[src/rtl/dht11_sched.sv]
`default_nettype none
// +-----------------------------------------------------------------------------+
// | Module   : dht11_sched                                                      |
// | Purpose  : Arbitrates DHT11 read requests from two requesters, paces sensor |
// |            transactions at least T_GAP us apart, retries failed readings up |
// |            to MAX_TRY attempts and serves the last checksum-good reading.   |
// | Ports    : clk_1us      - 1 MHz clock, rising edge                          |
// |            sys_rst_n    - asynchronous active-low reset                     |
// |            req[1:0]     - request pulses (bit0 UART path, bit1 display)     |
// |            ack[1:0]     - completion pulses, rsp_* valid in same cycle      |
// |            rsp_err      - last transaction failed after all attempts        |
// |            rsp_data     - {hum_int, hum_dec, tmp_int, tmp_dec}              |
// |            cache_valid  - a good reading has been captured since reset      |
// |            busy         - scheduler is not idle                             |
// |            meas_start   - launches one bus-controller transaction           |
// |            meas_done    - bus controller returned 40 bits in meas_data      |
// |            meas_err     - bus controller saw no sensor response             |
// |            meas_data    - {hum_int, hum_dec, tmp_int, tmp_dec, checksum}    |
// | Options  : DHT11_SCHED_AUTOPOLL_EN - adds an internal requester that        |
// |            refreshes the cache every POLL_GAPS*T_GAP cycles (no ack).       |
// | Revision : 1.0 - initial release                                            |
// +-----------------------------------------------------------------------------+
module dht11_sched #(
   parameter int unsigned T_GAP     = 2000000,
   parameter int unsigned T_WDOG    = 30000,
   parameter int unsigned MAX_TRY   = 3,
   parameter int unsigned POLL_GAPS = 5
) (
   input  logic        clk_1us,
   input  logic        sys_rst_n,
   input  logic [1:0]  req,
   output logic [1:0]  ack,
   output logic        rsp_err,
   output logic [31:0] rsp_data,
   output logic        cache_valid,
   output logic        busy,
   output logic        meas_start,
   input  logic        meas_done,
   input  logic        meas_err,
   input  logic [39:0] meas_data
);

   if (T_GAP < 1 || T_WDOG < 2 || MAX_TRY < 1 || POLL_GAPS < 1) begin : g_param_check
      $error("dht11_sched: T_GAP, MAX_TRY and POLL_GAPS must be >= 1, T_WDOG >= 2");
   end

`ifdef DHT11_SCHED_AUTOPOLL_EN
   // pend[2] is the internal autopoll requester
   localparam int unsigned c_NREQ = 3;
`else
   localparam int unsigned c_NREQ = 2;
`endif

   localparam int unsigned c_GAP_W = $clog2(T_GAP + 1);
   localparam int unsigned c_WD_W  = $clog2(T_WDOG + 1);
   localparam int unsigned c_TRY_W = $clog2(MAX_TRY + 1);

   localparam logic [c_GAP_W-1:0] c_GAP_MAX = c_GAP_W'(T_GAP);
   localparam logic [c_WD_W-1:0]  c_WD_LAST = c_WD_W'(T_WDOG - 1);
   localparam logic [c_TRY_W-1:0] c_MAX_TRY = c_TRY_W'(MAX_TRY);

   typedef enum logic [2:0] {
      S_IDLE  = 3'd0,
      S_START = 3'd1,
      S_WAIT  = 3'd2,
      S_HOLD  = 3'd3,
      S_RESP  = 3'd4
   } state_t;

   state_t              r_state;
   state_t              w_state_nxt;
   logic [c_NREQ-1:0]   r_pend;
   logic [c_NREQ-1:0]   r_served;
   logic [c_NREQ-1:0]   w_pend_set;
   logic [c_NREQ-1:0]   w_pend_clr;
   logic [c_TRY_W-1:0]  r_try_cnt;
   logic [c_WD_W-1:0]   r_wd_cnt;
   logic [c_GAP_W-1:0]  r_gap_cnt;
   logic                w_gap_ok;
   logic [7:0]          w_sum;
   logic                w_good;
   logic                w_fail;
   logic                w_retry;

`ifdef DHT11_SCHED_AUTOPOLL_EN
   localparam int unsigned c_POLL_PERIOD = POLL_GAPS * T_GAP;
   localparam int unsigned c_POLL_W      = $clog2(c_POLL_PERIOD + 1);
   localparam logic [c_POLL_W-1:0] c_POLL_LAST = c_POLL_W'(c_POLL_PERIOD - 1);

   logic [c_POLL_W-1:0] r_poll_cnt;
   logic                w_poll_tick;

   assign w_poll_tick = (r_poll_cnt == c_POLL_LAST);

   always_ff @(posedge clk_1us or negedge sys_rst_n) begin
      if (!sys_rst_n) begin
         r_poll_cnt <= '0;
      end else if (w_poll_tick) begin
         r_poll_cnt <= '0;
      end else begin
         r_poll_cnt <= r_poll_cnt + 1'b1;
      end
   end

   assign w_pend_set = {w_poll_tick, req};
`else
   assign w_pend_set = req;
`endif

   // Checksum is the modulo-256 sum of the four data bytes
   assign w_sum    = meas_data[39:32] + meas_data[31:24] + meas_data[23:16] + meas_data[15:8];
   assign w_good   = meas_done && !meas_err && (w_sum == meas_data[7:0]);
   // Only consulted when w_good is low; a done pulse on the expiry cycle
   // therefore still wins over the watchdog if its checksum is good.
   assign w_fail   = meas_err || meas_done || (r_wd_cnt == c_WD_LAST);
   assign w_retry  = (r_try_cnt < c_MAX_TRY);
   assign w_gap_ok = (r_gap_cnt == c_GAP_MAX);

   // Pending bits are released only in RESP; clearing the full served mask
   // also retires the autopoll requester, which never reaches ack.
   assign w_pend_clr = (r_state == S_RESP) ? r_served : '0;

   always_ff @(posedge clk_1us or negedge sys_rst_n) begin
      if (!sys_rst_n) begin
         r_state <= S_IDLE;
      end else begin
         r_state <= w_state_nxt;
      end
   end

   always_comb begin
      w_state_nxt = r_state;
      meas_start  = 1'b0;
      ack         = 2'b00;
      busy        = (r_state != S_IDLE);
      case (r_state)
         S_IDLE: begin
            if ((|r_pend) && w_gap_ok) begin
               w_state_nxt = S_START;
            end
         end
         S_START: begin
            meas_start  = 1'b1;
            w_state_nxt = S_WAIT;
         end
         S_WAIT: begin
            if (w_good) begin
               w_state_nxt = S_RESP;
            end else if (w_fail) begin
               w_state_nxt = w_retry ? S_HOLD : S_RESP;
            end
         end
         S_HOLD: begin
            if (w_gap_ok) begin
               w_state_nxt = S_START;
            end
         end
         S_RESP: begin
            ack         = r_served[1:0];
            w_state_nxt = S_IDLE;
         end
         default: begin
            w_state_nxt = S_IDLE;
         end
      endcase
   end

   always_ff @(posedge clk_1us or negedge sys_rst_n) begin
      if (!sys_rst_n) begin
         r_pend      <= '0;
         r_served    <= '0;
         r_try_cnt   <= '0;
         r_wd_cnt    <= '0;
         r_gap_cnt   <= '0;
         rsp_err     <= 1'b0;
         rsp_data    <= '0;
         cache_valid <= 1'b0;
      end else begin
         // A request coinciding with its own ack stays pending
         r_pend <= (r_pend & ~w_pend_clr) | w_pend_set;

         if (r_state == S_START) begin
            r_gap_cnt <= '0;
         end else if (!w_gap_ok) begin
            r_gap_cnt <= r_gap_cnt + 1'b1;
         end

         case (r_state)
            S_START: begin
               // try_cnt is zero only on the first attempt of a transaction;
               // retries keep the original served set.
               if (r_try_cnt == '0) begin
                  r_served <= r_pend;
               end
               r_try_cnt <= r_try_cnt + 1'b1;
               r_wd_cnt  <= '0;
            end
            S_WAIT: begin
               r_wd_cnt <= r_wd_cnt + 1'b1;
               if (w_good) begin
                  rsp_err     <= 1'b0;
                  rsp_data    <= meas_data[39:8];
                  cache_valid <= 1'b1;
               end else if (w_fail && !w_retry) begin
                  rsp_err <= 1'b1;
               end
            end
            S_RESP: begin
               r_served  <= '0;
               r_try_cnt <= '0;
            end
            default: begin
            end
         endcase
      end
   end

endmodule
`default_nettype wire
[config.mk]
export PLATFORM = sky130hd
export DESIGN_NAME = dht11_sched
export DESIGN_NICKNAME = d
export VERILOG_FILES = /design/src/rtl/dht11_sched.sv
export SDC_FILE = /design/constraint.sdc
export NUM_CORES = 1
export LEC_CHECK = 0
export CORE_AREA = 3 3 146 77
export CTS_BUF_LIST = sky130_fd_sc_hd__clkbuf_4
export DETAILED_ROUTE_END_ITERATION = 8
export DIE_AREA = 0 0 149 80
export GPL_ROUTABILITY_DRIVEN = 0
export HOLD_SLACK_MARGIN = 0.06
export PLACE_DENSITY = 0.75
export SYNTH_ARGS = -nofsm -noshare
export SYNTH_HDL_FRONTEND = slang
export SYNTH_SLANG_ARGS = --single-unit
[constraint.sdc]
create_clock -name clk_1us -period 4.1 [get_ports clk_1us]
set_input_delay 0.41 -clock clk_1us [delete_from_list [all_inputs] [get_ports clk_1us]]
set_output_delay 0.41 -clock clk_1us [all_outputs]
set_load 0.01 [all_outputs]
-- Word-level counts from Yosys, hierarchy flattened
Index checks and enable logic that the tools add are counted.
- eq/ne operators: 12
- mux-type cells: 16
- magnitude comparators: 1
- reductions and logical operators: 19
- bitwise operators: 3
- add/subtract/negate cells: 6
- divide/modulo/power cells: 0
- shift-type cells: 0
- multiply operators: 0
- operators by type and width (operator ; number):
    21-bit two-way mux ; 2
    15-bit one-hot mux with 2 select lines ; 1
    8-bit adder ; 3
    21-bit by 1-bit adder with 21-bit output, second input constant ; 1
    21-bit == test, second input constant ; 1
    15-bit by 1-bit adder with 15-bit output, second input constant ; 1
    15-bit == test, second input constant ; 1
    3-bit two-way mux ; 5
    3-bit one-hot mux with 4 select lines ; 1
    8-bit == test ; 1
    2-bit one-hot mux with 2 select lines ; 2
    3-bit by 2-bit == test with 1-bit output, second input constant ; 2
    2-bit AND reduction ; 3
    2-bit nonzero test ; 3
    1-bit logical AND ; 4
    2-bit two-way mux ; 2
    2-bit by 1-bit != test with 1-bit output, second input constant ; 2
    2-bit != test, second input constant ; 2
    3-bit by 1-bit == test with 1-bit output, second input constant ; 1
    3-bit == test, second input constant ; 1
    3-bit zero test ; 1
    1-bit two-way mux ; 3
    3-bit != test, second input constant ; 1
    3-bit AND reduction ; 1
    10 further kinds ; 12
- output and inout port bits: 38
- memory bits (writable): 0
- bits in latches: 0
- memories kept: 0
- bits in registers: 79
- input bits: 46
- memory bits (read-only): 0
- word-level logic and storage cells: 66

-- Longest topological paths before layout
Gate-level depths: netlist of run 1.
- word-level depth: 7
- gate-level depth with buffers: 13

-- Worst setup path after synthesis of run 1
No wires, ideal clock.
- path kind: input port to flip-flop
- from: input meas_data[9]
- to: register rsp_data[0]
- data required time: 3.975 ns
- cell stages on the path: 13
- data arrival time: 3.874 ns
- buffers on the path: 1
- setup time: 0.125 ns
- slack: 0.101 ns
- cell sequence: fa_1 -> inv_1 -> fa_1 -> inv_1 -> ha_1 -> fa_1 -> a21o_2 -> a21oi_1 -> o21ai_0 -> xnor2_1 -> nor4b_4 -> buf_6 -> mux2_2
- longest elaborated chain between the ends: 4
- ends and longest elaborated chain (what ; RTL line ; RTL):
    from (decl) ; 40 ; input logic [39:0] meas_data
    8-bit adder ; 111 ; assign w_sum = meas_data[39:32] + meas_data[31:24] + meas_data[23:16] + meas_data[15:8];
    8-bit == test ; 112 ; assign w_good = meas_done && !meas_err && (w_sum == meas_data[7:0]);
    1-bit logical AND ; 112 ;
    2-bit AND reduction (no line) ; - ;
    to (signal assigned) ; 202 ; rsp_data <= meas_data[39:8];
    to (decl) ; 34 ; output logic [31:0] rsp_data,
No other way between the ends.
A chain may end at the register's enable or synchronous reset.

-- Final worst setup path of run 1
- from: input meas_data[9]
- to: register rsp_data[20]
The elaborated chain is that of the path after synthesis.

==> metrics.yaml, run 1 <==
routedWlPerCell_um: 14.2
setup_viol: 0
grt_use_total_pct: 15.6
wirelength_um: 8960
syn-mean-instance-area_um2: 11.1
io_buffers: 83
synth.area.top_cells: "dfrtp_1, mux2_2, fa_1"
min_path_type: "in2async"
post-route-min-period_ns: 4.05
cts_htree_levels: 3
antenna_found_initial: 0
clk_pin_slew_ns: 0.13
grt_pass1_vias: 3147
rows: 26
cts_buffers: 9
multi_input_area_um2: 2180
drt_iter0_drc: 164
drive_above_1_share_pct: 14.8
final_area_um2: 5520
drc: 0
grt_overflow: 0
vdd_drop_max_mv: 0.190
core-area_um2: 10100
p_leak_nw: 2.47
areaGrowthSynthToFinish_pct: 28.6
synth_area_um2: 4290
fin_total_pwr_mw: 2.32
setup.worst_path.start: "meas_data[9]"
outcome: "complete, no violations"
cp.arrival_ns: 4.37
dp_cells: 613
first_pass_iters: 4
worstPathRequired_ns: 4.42
async_reset_ff_share_pct: 100
max_cap_viol_count: 0
ys_seq_area_share_pct: 46.0
yosysMostFrequentCell: "dfrtp_1"
reg2reg_to: "rsp_data[20]$_DFFE_PN0P_"
critPathCaptureType: "register"
criticalPathCategory: "in2reg"
fp.dieArea_um2: 11900
synthFlopType: "dfrtp_1"
worstMarginPinSlew_ns: 0.989
stdcell_count: 632
reg2reg_from: "r_state[2]$_DFFE_PN0P_"
placed_cell_area_um2: 5340
via_per_inst: 5.03
slew_headroom_pct: 34.1
drv_slew: 0
die_w_um: 149
finalWorstSetupSlack_ns: 0.0508
pin_count: 84
rrSetupSlack_ns: 1.70
grt_pass1_wl_um: 14900
synth_nets: 460
synth_area_leader_cell: "dfrtp_1"
max_freq_mhz: 247
hold_buffers: 0
synth_top_area_share_pct: 46.0
cts_tree: "built"
final-seq-area_um2: 1980
dp_slack_ns: -0.367
skew_ns: 0.0136
clock-sinks: 79
clock_latency_ns: 0.44
start_util_pct: 42.6
reg2reg_depth: 7
num_vias: 3178
ant_nets: 0
n_fill_cell: 900
synthCells: 388
start_kind: "input port"
powerDensity_nw_per_um2: 420
n_antenna_cell: 0
root_buffer: "clkbuf_4"
yosys_warnings: 0
dieHeight_um: 80
ys_types: 51
hold_violations: 0
grt_max_degree: 80
synth_common_cells: "dfrtp_1, nor2_1, mux2_2"
synth_edf_count: 0
synth-seq-cells: 79
finalCritPeriodShare_pct: 98.8
dp_hpwl_um: 6500
cts_buffer_depth: 2
final_nets: 559
critPathMaxFanout: 13
## what timing repair did
item	CTS	global route
gates resized for setup	0	3
endpoints found under the setup margin	0	29
setup buffers	0	2
## how the worst max path moves through the flow
stage | depth (start not counted) | slack [ns] | to
final | 15 | 0.05 | rsp_data[20]$_DFFE_PN0P_
after global routing | 15 | -0.07 | rsp_data[20]$_DFFE_PN0P_
after CTS | 14 | 0.11 | rsp_data[1]$_DFFE_PN0P_
after detailed placement | 14 | -0.37 | rsp_data[1]$_DFFE_PN0P_
after global placement | 14 | -0.26 | rsp_data[9]$_DFFE_PN0P_
after floorplan | 13 | 0.10 | rsp_data[0]$_DFFE_PN0P_
## cells in the final DEF, fill, tap and decap left out, types with 3 or more instances in the layout
cell type        netlist  routed
clkinvlp_4             0       3
nand3_1               15      15
fa_1                  14      14
and2_1                 3       3
nor4_1                 3       3
nand2_1               28      27
clkbuf_4               0      10
a21oi_1                9       9
dfrtp_1               79      79
mux2i_1                5       5
buf_4                  0      13
o21bai_1               4       4
nand4_1               10      10
nor2_1                35      35
xor2_1                19      19
o21ai_0               21      21
inv_1                 22      22
mux2_2                32      32
o31ai_1                4       4
clkdlybuf4s50_1        0      82
and3_1                 5       5
ha_1                  12      11
xnor2_1               15      15
nor3_1                 5       5
## cell type report
cell class	count	area share, %
clock buffer	10	1.36
clock inverter	6	1.11
inverter	22	1.49
multi-input combinational	277	39.4
sequential	79	35.8
tap	140	3.17
timing repair buffer	98	17.6
## flip-flops by register name, summed over array words and instances, names as in the netlist
register     count
rsp_data        32
r_gap_cnt       21
r_wd_cnt        15
r_state          3
r_pend           2
r_served         2
r_try_cnt        2
cache_valid      1
rsp_err          1
## report_power, final
group	internal, mW	switching (mW)
registers	0.876	0.0987
clock network	0.189	0.281
logic	0.439	0.437
total	1.50	0.816
## through the flow
step | util (%) | TNS (ns) | hold WS (ns)
final | 54.8 | 0 | 0.122
after global routing | 54.8 | -1.57 | 0.184
after CTS | 54.3 | 0 | 0.135
after detailed placement | 52.9 | -11.52 | 0.462
after global placement | 52.9 | -8.24 | 0.462
after floorplan | - | 0 | 0.114
## critical path, cell delays in order
cell and delay, ns:
clkdlybuf4s50_1 0.45, fa_1 0.54, inv_1 0.05, fa_1 0.50
inv_1 0.05, ha_2 0.19, fa_1 0.49, xnor2_1 0.12
nand3b_1 0.15, nor4b_4 0.35, nand2_2 0.10, nor4b_4 0.29
buf_4 0.18, buf_12 0.14, mux2_2 0.34
## logic make-up after synthesis
family	count (synthesis)	share of synthesized area [%]
compound gates	54	7.93
xor+xnor	35	7.46
fa+ha+maj	26	10.0
buf+inv	32	3.35
flops	79	46.0
mux	37	9.56
simple gates	125	15.6
## layer usage
layer  part of all wire (%)  track usage, %  vias to the layer above
met2                     48            25.8                       57
met5                      0               0                        -
met4                   0.57            3.29                        0
li1                       -               -                     1551
met1                     46            19.8                     1565
met3                    5.8            5.79                        5
No activity file was read; power rests on OpenSTA's default activity.
==> run 2, diff against run 1 <==
==> config.mk (replaced) <==
export PLATFORM = sky130hd
export DESIGN_NAME = dht11_sched
export DESIGN_NICKNAME = d
export VERILOG_FILES = /design/src/rtl/dht11_sched.sv
export SDC_FILE = /design/constraint.sdc
export NUM_CORES = 1
export LEC_CHECK = 0
export CORE_AREA = 2 2 125 66
export CTS_BUF_LIST = sky130_fd_sc_hd__clkbuf_4
export DETAILED_ROUTE_END_ITERATION = 8
export DIE_AREA = 0 0 127 68
export GPL_ROUTABILITY_DRIVEN = 0
export HOLD_SLACK_MARGIN = 0.06
export PLACE_DENSITY = 0.95
export SYNTH_ARGS = -nofsm -noshare
export SYNTH_HDL_FRONTEND = slang
export SYNTH_SLANG_ARGS = --single-unit
==> metrics.yaml, run 2 (same netlist as run 1, synthesis figures left out) <==
cts_tree: "built"  # unchanged
stdcell_count: 591  # was 632
worstMarginPinSlew_ns: 0.979  # was 0.989 ns
regMostFlops: "rsp_data"  # unchanged
final_nets: 558  # was 559
fin_total_pwr_mw: 2.48  # was 2.32 mW
clk_pin_slew_ns: 0.11  # was 0.13 ns
rows: 23  # was 26
drive_above_1_share_pct: 14.1  # was 14.8%
grt_use_total_pct: 26.5  # was 15.6%
cts_htree_levels: 3  # unchanged
routedWlPerCell_um: 18.2  # was 14.2 µm
final_cell_mix: "dfrtp_1, clkdlybuf4s50_1, nor2_1"  # was clkdlybuf4s50_1, dfrtp_1, nor2_1
post-route-min-period_ns: 3.96  # was 4.05 ns
reg2reg_depth: 6  # was 7
num_vias: 3429  # was 3178
start_kind: "input port"  # unchanged
setup_viol: 0  # unchanged
grt_max_degree: 80  # unchanged
drt_iter0_drc: 301  # was 164
drv_slew: 0  # unchanged
reg2reg_to: "r_state[0]$_DFFE_PN0P_"  # was rsp_data[20]$_DFFE_PN0P_
criticalPathCategory: "in2reg"  # unchanged
critPathMaxFanout: 8  # was 13
finalWorstSetupSlack_ns: 0.138  # was 0.0508 ns
setup.worst_path.start: "meas_data[8]"  # was meas_data[9]
hold_violations: 0  # unchanged
via_per_inst: 5.80  # was 5.03
start_util_pct: 56.1  # was 42.6%
outcome: "complete, no violations"  # unchanged
io_buffers: 83  # unchanged
cts_buffer_depth: 2  # unchanged
die_w_um: 127  # was 149 µm
final_util_pct: 72.1  # was 54.8%
cts_buffers: 9  # unchanged
max_freq_mhz: 252  # was 247 MHz
worstPathRequired_ns: 4.43  # was 4.42 ns
hold_buffers: 0  # unchanged
ant_nets: 0  # unchanged
core-area_um2: 7650  # was 10100 µm²
wirelength_um: 10800  # was 8960 µm
reg.largest.list: "rsp_data: 32 flops, r_gap_cnt: 21 flops, r_wd_cnt: 15 flops"  # unchanged
slew_headroom_pct: 34.7  # was 34.1%
p_leak_nw: 2.52  # was 2.47 nW
min_path_type: "in2async"  # unchanged
fp.dieArea_um2: 8640  # was 11900 µm²
finalCritPeriodShare_pct: 96.6  # was 98.8%
root_buffer: "clkbuf_4"  # unchanged
reg2reg_from: "r_wd_cnt[9]$_DFFE_PN0P_"  # was r_state[2]$_DFFE_PN0P_
clock_latency_ns: 0.45  # was 0.44 ns
dp_slack_ns: -0.443  # was -0.367 ns
dieHeight_um: 68  # was 80 µm
placed_cell_area_um2: 5270  # was 5340 µm²
pin_count: 84  # unchanged
largest_reg_flops: 32  # unchanged
critPathCaptureType: "register"  # unchanged
dp_cells: 570  # was 613
n_fill_cell: 513  # was 900
cp.arrival_ns: 4.30  # was 4.37 ns
drc: 0  # unchanged
vdd_drop_max_mv: 0.259  # was 0.190 mV
dp_hpwl_um: 7670  # was 6500 µm
grt_overflow: 0  # unchanged
powerDensity_nw_per_um2: 449  # was 420 nW/µm²
first_pass_iters: 7  # was 4
grt_pass1_wl_um: 17200  # was 14900 µm
final_area_um2: 5520  # about the same
clock-sinks: 79  # unchanged
grt_pass1_vias: 3363  # was 3147
antenna_found_initial: 1  # was 0
max_cap_viol_count: 0  # unchanged
skew_ns: 0.0171  # was 0.0136 ns
areaGrowthSynthToFinish_pct: 28.6  # about the same
rrSetupSlack_ns: 1.48  # was 1.70 ns
[run 2: changes by cell type in the layout (fill, tap and decap cells not counted)]
| cell | change |
|---|---|
| nand2_1 | +1 |
| bufinv_16 | +2 |
| clkbuf_4 | -1 |
| diode_2 | +2 |
| buf_4 | -1 |
| buf_6 | -1 |
| clkbuf_16 | +1 |
| clkdlybuf4s50_1 | -3 |
| dlymetal6s2s_1 | +3 |
| nand2_2 | -1 |
| clkinvlp_4 | -3 |
[run 2: worst max-delay path, cell delays in order]
cell and delay, ns:
clkdlybuf4s50_1 0.46, fa_1 0.43, inv_1 0.08, fa_1 0.41, inv_1 0.09, ha_2 0.20, fa_1 0.43, xnor2_1 0.15
nand3b_1 0.15, nor4b_4 0.34, nand2_1 0.13, nor4b_4 0.30, buf_4 0.20, clkbuf_16 0.17, mux2_2 0.34
[run 2: worst max-delay path by stage]
stage	to	slack, ns	cells past startpoint
3_3_place_gp	rsp_data[23]$_DFFE_PN0P_	-0.31	14
3_5_place_dp	rsp_data[22]$_DFFE_PN0P_	-0.44	14
5_1_grt	rsp_data[12]$_DFFE_PN0P_	-0.01	15
6_report	rsp_data[12]$_DFFE_PN0P_	0.14	15
2_1_floorplan	rsp_data[0]$_DFFE_PN0P_	0.10	13
4_1_cts	rsp_data[22]$_DFFE_PN0P_	0.02	14
[run 2: what timing repair did]
item,4_1_cts,5_1_grt
resized for setup,0,4
endpoints found under the hold margin,0,0
setup endpoints to repair,0,32
buffers inserted,0,3
[run 2: power breakdown]
| part | total, mW | internal, mW | switching [mW] |
|---|---|---|---|
| combinational | 0.924 | 0.434 | 0.490 |
| sequential | 0.987 | 0.876 | 0.111 |
| clock | 0.566 | 0.299 | 0.267 |
| total | 2.48 | 1.61 | 0.868 |
[run 2: layer usage]
metal | GRT usage [%] | share of wire (%) | vias to the layer above
met5 | 0 | 0 | -
met4 | 7.14 | 1.4 | 0
met3 | 7.97 | 7.3 | 23
met2 | 44.6 | 47 | 157
met1 | 34.3 | 44 | 1700
li1 | - | - | 1549
[run 2: through the flow]
stage	setup TNS, ns	hold WS, ns
floorplan	0	0.114
global placement	-9.79	0.455
detailed placement	-13.87	0.461
CTS	0	0.131
global route	-0.0536	0.166
finish	0	0.107
[run 2: final cells by class]
| type | instances | area, µm² | area share, % |
|---|---|---|---|
| Sequential cell | 79 | 1980 | 35.8 |
| Multi-Input combinational cell | 277 | 2180 | 39.4 |
| Timing Repair Buffer | 97 | 988 | 17.9 |
| Tap cell | 100 | 125 | 2.27 |
| Inverter | 22 | 82.6 | 1.50 |
| Antenna cell | 2 | 5.00 | 0.0907 |
| Clock inverter | 5 | 98.8 | 1.79 |
| Clock buffer | 9 | 67.6 | 1.22 |
